## src/rtl/pe_ctx_loader_pkg.sv

```systemverilog
// Shared constants and FSM state encoding for the PE context loader.
package pe_ctx_loader_pkg;

  localparam int NUM_PE    = 4;
  localparam int CTX_DEPTH = 4;
  localparam int INST_W    = 48;

  // Loader FSM states, kept as plain constants for legacy tools.
  localparam logic [1:0] ST_IDLE = 2'd0;
  localparam logic [1:0] ST_LOAD = 2'd1;
  localparam logic [1:0] ST_RUN  = 2'd2;
  localparam logic [1:0] ST_DONE = 2'd3;

endpackage

```

## src/rtl/pe_ctx_loader_counter_bank.sv

```systemverilog
// Per-PE context counters: one counter per PE tracking how many context
// words have been written into that PE's config buffer during this pass.
module pe_ctx_counter_bank #(
  parameter  int NUM_PE    = pe_ctx_loader_pkg::NUM_PE,
  parameter  int CTX_DEPTH = pe_ctx_loader_pkg::CTX_DEPTH,
  localparam int ID_W      = (NUM_PE > 1) ? $clog2(NUM_PE) : 1,
  localparam int CNT_W     = $clog2(CTX_DEPTH + 1)
) (
  input  logic             clk,
  input  logic             rst_n,
  input  logic             clear,
  input  logic             inc,
  input  logic [ID_W-1:0]  inc_id,
  input  logic [CNT_W-1:0] ctx_num,
  output logic             id_valid,
  output logic             sel_full,
  output logic             all_equal
);
  import pe_ctx_loader_pkg::*;

  localparam logic [ID_W:0] PE_LIM = (ID_W + 1)'(NUM_PE);

  logic [CNT_W-1:0] cnt [NUM_PE];

  // Counters clear on reset or at the start of a pass and never wrap;
  // the loader only increments a counter that is still below ctx_num.
  always_ff @(posedge clk) begin
    if (!rst_n || clear) begin
      for (int i = 0; i < NUM_PE; i++) cnt[i] <= '0;
    end else if (inc) begin
      cnt[inc_id] <= cnt[inc_id] + CNT_W'(1);
    end
  end

  // Report whether the addressed PE exists and is already full, and
  // whether every PE has received exactly ctx_num words.
  always_comb begin
    id_valid  = ({1'b0, inc_id} < PE_LIM);
    sel_full  = 1'b0;
    all_equal = 1'b1;
    if (id_valid) sel_full = (cnt[inc_id] == ctx_num);
    for (int i = 0; i < NUM_PE; i++) begin
      if (cnt[i] != ctx_num) all_equal = 1'b0;
    end
  end

endmodule

```

## src/rtl/pe_ctx_loader.sv

```systemverilog
// Context loader for a row of PEs: writes tagged context words into the
// addressed PE buffers, then broadcasts run for ctx_num cycles.
module pe_ctx_loader #(
  parameter  int NUM_PE    = pe_ctx_loader_pkg::NUM_PE,
  parameter  int CTX_DEPTH = pe_ctx_loader_pkg::CTX_DEPTH,
  parameter  int INST_W    = pe_ctx_loader_pkg::INST_W,
  localparam int ID_W      = (NUM_PE > 1) ? $clog2(NUM_PE) : 1
) (
  input  logic              clk,
  input  logic              rst_n,
  input  logic              start,
  input  logic [2:0]        ctx_num,
  input  logic              cfg_valid,
  output logic              cfg_ready,
  input  logic [INST_W-1:0] cfg_data,
  input  logic [ID_W-1:0]   cfg_pe_id,
  input  logic              cfg_last,
  output logic [INST_W-1:0] pe_inst,
  output logic [NUM_PE-1:0] pe_init,
  output logic              pe_run,
  output logic              busy,
  output logic              done,
  output logic              err
);
  import pe_ctx_loader_pkg::*;

  localparam int CNT_W = $clog2(CTX_DEPTH + 1);

  logic [1:0]        state;
  logic [2:0]        ctx_q;
  logic [2:0]        run_cnt;
  logic              last_seen;
  logic              hs;
  logic              accept;
  logic              ctx_bad;
  logic              cnt_clear;
  logic              id_valid;
  logic              sel_full;
  logic              all_equal;
  logic [NUM_PE-1:0] id_onehot;

  assign hs        = cfg_valid & cfg_ready;
  assign accept    = hs & id_valid & ~sel_full;
  assign cnt_clear = (state == ST_IDLE) & start;
  assign ctx_bad   = (ctx_num == 3'd0) || (int'(ctx_num) > CTX_DEPTH);
  assign id_onehot = NUM_PE'(1) << cfg_pe_id;

  pe_ctx_counter_bank #(
    .NUM_PE    (NUM_PE),
    .CTX_DEPTH (CTX_DEPTH)
  ) u_counters (
    .clk       (clk),
    .rst_n     (rst_n),
    .clear     (cnt_clear),
    .inc       (accept),
    .inc_id    (cfg_pe_id),
    .ctx_num   (CNT_W'(ctx_q)),
    .id_valid  (id_valid),
    .sel_full  (sel_full),
    .all_equal (all_equal)
  );

  // Main FSM. The final-word decision is taken one cycle after the last
  // handshake so the counters already include that word; this also makes
  // the first run cycle follow the last init strobe directly.
  always_ff @(posedge clk) begin
    if (!rst_n) begin
      state     <= ST_IDLE;
      ctx_q     <= '0;
      run_cnt   <= '0;
      last_seen <= 1'b0;
      cfg_ready <= 1'b0;
      pe_inst   <= '0;
      pe_init   <= '0;
      pe_run    <= 1'b0;
      busy      <= 1'b0;
      done      <= 1'b0;
      err       <= 1'b0;
    end else begin
      pe_init <= '0;
      done    <= 1'b0;
      case (state)
        ST_IDLE: begin
          if (start) begin
            ctx_q     <= ctx_num;
            run_cnt   <= '0;
            last_seen <= 1'b0;
            if (ctx_bad) begin
              err   <= 1'b1;
              done  <= 1'b1;
              busy  <= 1'b0;
              state <= ST_DONE;
            end else begin
              err       <= 1'b0;
              busy      <= 1'b1;
              cfg_ready <= 1'b1;
              state     <= ST_LOAD;
            end
          end
        end
        ST_LOAD: begin
          if (last_seen) begin
            if (all_equal) begin
              pe_run  <= 1'b1;
              run_cnt <= 3'd1;
              state   <= ST_RUN;
            end else begin
              err   <= 1'b1;
              done  <= 1'b1;
              busy  <= 1'b0;
              state <= ST_DONE;
            end
          end else if (hs) begin
            if (accept) begin
              pe_inst <= cfg_data;
              pe_init <= id_onehot;
            end else begin
              err <= 1'b1;
            end
            if (cfg_last) begin
              cfg_ready <= 1'b0;
              last_seen <= 1'b1;
            end
          end
        end
        ST_RUN: begin
          if (run_cnt == ctx_q) begin
            pe_run <= 1'b0;
            done   <= 1'b1;
            busy   <= 1'b0;
            state  <= ST_DONE;
          end else begin
            run_cnt <= run_cnt + 3'd1;
          end
        end
        default: begin
          state <= ST_IDLE;
        end
      endcase
    end
  end

endmodule

```

## config.mk

```make
export PLATFORM = sky130hd
export DESIGN_NAME = pe_ctx_loader
export DESIGN_NICKNAME = d
export VERILOG_FILES = /design/src/rtl/pe_ctx_loader_pkg.sv /design/src/rtl/pe_ctx_loader_counter_bank.sv /design/src/rtl/pe_ctx_loader.sv
export SDC_FILE = /design/constraint.sdc
export NUM_CORES = 1
export LEC_CHECK = 0
export CORE_MARGIN = 1.5
export CORE_UTILIZATION = 41
export DETAILED_ROUTE_END_ITERATION = 12
export MAX_ROUTING_LAYER = met4
export PLACE_DENSITY = 0.76
export SYNTH_ARGS = -nofsm -noshare
export SYNTH_HDL_FRONTEND = slang
export SYNTH_SLANG_ARGS = --single-unit
```

## constraint.sdc

```tcl
create_clock -name clk -period 2.38 [get_ports clk]
set_clock_uncertainty 0.05 [all_clocks]
set_input_delay 0.476 -clock clk [delete_from_list [all_inputs] [get_ports clk]]
set_output_delay 0.476 -clock clk [all_outputs]
set_load 0.02 [all_outputs]
```

==> flow_summary.ini, run 1 <==
[run_status]
status = complete, no violations

[run]
drv_cap = 0

[power]
peakVddDrop_v = 0.000399
powerDensity_nw_per_um2 = 726
p_seq_frac = 0.429
clock_power_share = 0.299
comb_power_share = 0.272
finalPower_mw = 3.60
p_sw_mw = 1.07
p_sw_frac = 0.297
p_leak_nw = 1.79
p_int_mw = 2.53

[sta]
finalHoldViolCount = 0
finalSetupViolations = 0
fin_ws_ns = 0.0731
period_share = 0.969
maxSlewViolCount = 0
fin_crit_ns = 2.31
tightestPinTransition_ns = 0.698
fmax_mhz = 433
worst_slew_margin_rel = 0.530
finalSetupTns_ns = 0

[global_routing]
antenna_found_initial = 0
grt_usage = 0.207
gr-total-overflow = 0
grt_pass1_vias = 3030
grt_pass1_wl_um = 13900
grt_max_degree = 104

[logic_synthesis]
syn_area_um2 = 3380
synth_cells = 384
ys.warnings.count = 0
synth_cell_type_count = 36
synth-seq-area-share = 0.497
syn_area_per_cell_um2 = 8.81
synth-seq-cells = 78
syn-num-nets = 448

[clocking]
cts.clk_slew.worst_paths_ns = 0.08
clock_latency_ns = 0.35
root_buffer = clkbuf_8
clockBufferDepth = 2
cts_tree = done
clock-sinks = 78
hold_buffers = 0
h-tree-depth = 3
cts_made_buffers = 9

[drt]
drtPass1Iterations = 4
avgViaCountPerCell = 5.24
antenna_left = 0
wl_um = 8570
num_vias = 3192
remaining_drc_errors = 0
drt-initial-drc-count = 156
wl_per_cell_um = 14.1

[worst_setup_path]
slowest_delay_ns = 0.56
arrival_ns = 2.54
r2r-start = u_counters.cnt[0][1]
path_cells = or4_1 > mux2i_1 > a31oi_4 > or4b_1 > a21oi_1
endpoint_kind = register
critPathSlowestCell = or4b_1
worstPathRequired_ns = 2.61
reg2reg_depth = 5
crit_start = u_counters.cnt[0][1]
cp_max_fo = 9
rrSetupSlack_ns = 0.07
crit_path_end = run_cnt[1]
path_class = register to register
reg2reg_to = run_cnt[1]
startpoint_type = register

[floorplanning]
core_area_um2 = 7850
die-area_um2 = 8800
die_h_um = 93.8
core.rowCount = 32
start_util = 0.431
ioPinCount = 115
die_w_um = 93.8

[finish]
final_nets = 567
num_antenna_cells = 0
area_delta_synth_final_pct = 46.6
post-route-util = 0.632
drive_gt1_frac = 0.0907
stdcell_count = 609

[placed_design]
gp_congestion = 0.868
portBuffers = 114
dp_hpwl_um = 6260
dp_worst_setup_slack_ns = -0.581
place_inst = 593

[hold_path]
min-delay-start = pe_inst[38]
worst_hold_path_type = register to register
-- power by group through the flow --
| stage | Combinational, mW | Clock, mW | Sequential, mW |
|---|---|---|---|
| final | 0.980 | 1.08 | 1.54 |
| after global placement | 0.921 | 0 | 1.57 |
| after detailed placement | 0.947 | 0 | 1.57 |
| after floorplan | 0.522 | 0 | 1.59 |
| after global routing | 1.07 | 1.16 | 1.55 |
| after CTS | 0.950 | 1.10 | 1.54 |
-- area by class of cell --
type	instances	area, um2
clock buffer	11	141
clock inverter	4	72.6
fill	688	2890
inverter	13	48.8
multi-input combinational	265	1510
sequential	78	1680
tap	102	128
timing repair buffer	136	1370
-- critical path: cells and delay by family (launching register included) --
kind	cells	cell delay, ns
mux	1	0.29
simple gates	2	1.09
compound gates	2	0.37
flops	1	0.44
-- cell usage in the layout (no fill, tap or decap), types with 9 or more instances in the layout --
master and instances:
a21oi_1 11, buf_4 16, clkbuf_8 10, clkdlybuf4s50_1 111, dfxtp_1 66, edfxtp_1 12
inv_1 13, nand2_1 64, nand3_1 56, nor2_1 17, o21ai_0 47, o21ai_1 9
-- kinds of logic after synthesis --
| kind of cell | Yosys count | synth area share |
|---|---|---|
| and+or+nand+nor | 157 | 0.212 |
| adders and majority gates | 6 | 0.0222 |
| buffers and inverters | 41 | 0.0599 |
| AOI/OAI and AO/OA | 86 | 0.149 |
| DFF | 78 | 0.497 |
| xor gates and xnor gates | 10 | 0.0303 |
| muxes | 6 | 0.0289 |
-- per-layer routing --
metal  share of wire  global-route usage  up-vias
li1                -                   -     1588
met1            0.45               0.258     1477
met2            0.47               0.314      106
met3           0.052              0.0405       21
met4           0.034               0.119        0
met5               0                   -        -
-- stage by stage --
step	hold slack, ns	cell area [um2]
after floorplan	0.419	3380
after global placement	0.384	4720
after detailed placement	0.392	4720
after CTS	0.388	4940
after global routing	0.419	4960
final	0.400	4960
-- registers in the layout, summed over array words and instances (netlist names) --
| signal | cells |
|---|---|
| err | 1 |
| ctx_q | 3 |
| done | 1 |
| pe_run | 1 |
| cfg_ready | 1 |
| u_counters.cnt | 12 |
| run_cnt | 3 |
| pe_init | 4 |
| pe_inst | 48 |
| busy | 1 |
| state | 2 |
| last_seen | 1 |
-- synthesized netlist by cell type (all sizes together) --
cell     instances  area share
mux4             3       0.020
o311ai           2      0.0052
nor2            17       0.019
o21ai           56       0.083
buf             14       0.030
a311oi           2       0.010
a221oi           1      0.0026
clkbuf          14       0.016
a2bb2oi          4       0.010
or4              4      0.0089
xor2             3      0.0078
nand2b           4      0.0074
o31ai            3      0.0067
ha               6       0.022
xnor2            7       0.023
nand3           56       0.083
or3              1      0.0019
o2111ai          1      0.0026
or4b             1      0.0030
nand2           64       0.071
o211ai           2      0.0044
nand4            4      0.0074
a211oi           2      0.0044
dfxtp           66        0.39
mux2i            3      0.0089
a21oi           11       0.016
nor4             1      0.0019
edfxtp          12        0.11
nor3             5      0.0089
inv             13       0.014
a31oi            2      0.0037
-- timing repair --
item	4_1_cts	5_1_grt
pin swaps	0	0
endpoints found under the setup margin	73	47
setup buffers	0	1
hold endpoints to repair	0	0
resized for setup	1	5
-- worst min-delay path by stage --
stage | to | cells after the start | slack (ns)
after floorplan | state[0] | 2 | 0.42
after global placement | pe_inst[6] | 2 | 0.38
after detailed placement | pe_inst[29] | 2 | 0.39
after CTS | err | 3 | 0.39
after global routing | err | 3 | 0.42
final | pe_inst[38] | 2 | 0.40
(Power assumes the default switching activity.)
==> inputs of run 2 (changes only) <==
- GPL_ROUTABILITY_DRIVEN: unset -> 0
==> results of run 2 <==
The final DEF is identical to that of run 1; final timing and power are the same.
==> inputs of run 3 (changes only) <==
--- a/config.mk
+++ b/config.mk
@@ -6,5 +6,4 @@
 export NUM_CORES = 1
 export LEC_CHECK = 0
-export CORE_MARGIN = 1.5
 export CORE_UTILIZATION = 41
 export DETAILED_ROUTE_END_ITERATION = 12
==> constraint.sdc (replaced) <==
create_clock -name clk -period 2.38 [get_ports clk]
set_clock_uncertainty 0.05 [all_clocks]
set_input_delay 0.714 -clock clk [delete_from_list [all_inputs] [get_ports clk]]
set_output_delay 0.714 -clock clk [all_outputs]
set_load 0.02 [all_outputs]
==> flow_summary.ini, run 3 (synthesized netlist as in run 1, its figures left out) <==
[run_status]
status = complete, no violations

[drt]
remaining_drc_errors = 0
wl_per_cell_um = 14.4
drtPass1Iterations = 4
antenna_left = 0
avgViaCountPerCell = 5.27
num_vias = 3224
drt-initial-drc-count = 181
wl_um = 8820

[finish]
post-route-util = 0.630
drive_gt1_frac = 0.108
stdcell_count = 612
reg_top3 = pe_inst x48, u_counters.cnt x12, pe_init x4
num_antenna_cells = 0
area_delta_synth_final_pct = 46.2
final_common_cell = clkdlybuf4s50_1
n_fill_cell = 680
mostFrequentLayoutCells = clkdlybuf4s50_1 (111), dfxtp_1 (66), nand2_1 (64), nand3_1 (55), o21ai_0 (33)
final_nets = 570
largest_register_ffs = 48
register_area_um2 = 1680
multi_input_area_um2 = 1540
top_register = pe_inst

[placed_design]
portBuffers = 114
place_inst = 595
dp_hpwl_um = 6360
dp_worst_setup_slack_ns = -1.00

[clocking]
hold_buffers = 0
clock_latency_ns = 0.34
cts.clk_slew.worst_paths_ns = 0.08
h-tree-depth = 3
cts_made_buffers = 9
clockBufferDepth = 2
root_buffer = clkbuf_8
cts_tree = done
clock-sinks = 78

[sta]
fin_ws_ns = 0.0853
finalSetupViolations = 0
holdWs_ns = 0.400
finalHoldViolCount = 0
period_share = 0.964
maxSlewViolCount = 0
worst_slew_margin_rel = 0.627
tightestPinTransition_ns = 0.560
fin_crit_ns = 2.29
fmax_mhz = 436
rsz0062_at_grt = false

[power]
peakVddDrop_v = 0.000424
finalPower_mw = 3.38
powerDensity_nw_per_um2 = 684
p_leak_nw = 1.78

[global_routing]
antenna_found_initial = 0
gr-total-overflow = 0
grt_max_degree = 61
grt_pass1_vias = 3132
grt_usage = 0.216
grt_pass1_wl_um = 14200

[worst_setup_path]
rrSetupSlack_ns = 0.09
arrival_ns = 2.52
reg2reg_to = run_cnt[1]
reg2reg_depth = 5
r2r-start = ctx_q[2]
endpoint_kind = register
startpoint_type = primary input
worstPathRequired_ns = 2.61
path_class = primary input to register
cp_max_fo = 22

[floorplanning]
die_h_um = 92.8
die-area_um2 = 8620
ioPinCount = 115
core.rowCount = 32
core_area_um2 = 7850
die_w_um = 92.8
start_util = 0.431

[hold_path]
hold_path_end = pe_inst[39]
worst_hold_path_type = register to register
min-delay-start = pe_inst[39]
whs_path_depth = 2

[run]
drv_cap = 0
[run 3: cell count changes in the layout (fill, tap and decap cells not counted), sizes merged]
cell / change
dlygate4sd2: +1
bufinv: -2
clkinvlp: -1
buf: +3
clkinv: +3
dlymetal6s2s: -1
inv: +1
clkbuf: -1
[run 3: final cells by class]
type / instances / area share
sequential: 78 / 0.340
multi-input combinational: 265 / 0.312
timing repair buffer: 139 / 0.279
clock buffer: 10 / 0.0261
tap: 102 / 0.0258
inverter: 13 / 0.00987
clock inverter: 5 / 0.00734
[run 3: power by group]
part	total (mW)	internal (mW)	switching [mW]	leakage (nW)
clock	0.858	0.381	0.477	0.0895
sequential	1.55	1.45	0.0997	0.663
combinational	0.974	0.453	0.521	1.03
[run 3: timing repair]
| action | CTS | global route |
|---|---|---|
| gates resized for setup | 8 | 8 |
| pin swaps | 2 | 2 |
| buffers inserted | 2 | 0 |
| endpoints found under the setup margin | 77 | 65 |
[run 3: critical path: stages]
cell	delay, ns
clkbuf_4	0.15
mux4_2	0.59
xnor2_4	0.18
a311oi_4	0.35
buf_12	0.18
buf_12	0.15
nand3_1	0.09
o21ai_1	0.11
[run 3: through the flow]
step	setup TNS, ns	area [um2]
floorplan	-4.93	3400
global placement	-51.10	4720
detailed placement	-56.74	4720
CTS	-0.00218	4930
global route	0	4940
finish	0	4940
[run 3: routing by layer]
layer	vias to the layer above	part of all wire	global-route usage
met5	-	0	-
met4	0	0.025	0.0974
met3	22	0.057	0.0624
met2	103	0.49	0.347
met1	1513	0.43	0.248
li1	1586	-	-
[run 3: how the worst max path moves through the flow]
stage            startpoint              endpoint  slack (ns)  cells past startpoint
2_1_floorplan  cfg_pe_id[0]            pe_inst[1]       -0.11                      8
3_3_place_gp   cfg_pe_id[0]  u_counters.cnt[0][2]       -0.72                      6
3_5_place_dp   cfg_pe_id[0]  u_counters.cnt[0][2]       -1.00                      6
4_1_cts        cfg_pe_id[0]  u_counters.cnt[0][2]      -0.002                      6
5_1_grt            ctx_q[2]            run_cnt[1]        0.01                      5
6_report       cfg_pe_id[0]           pe_inst[38]        0.09                      8
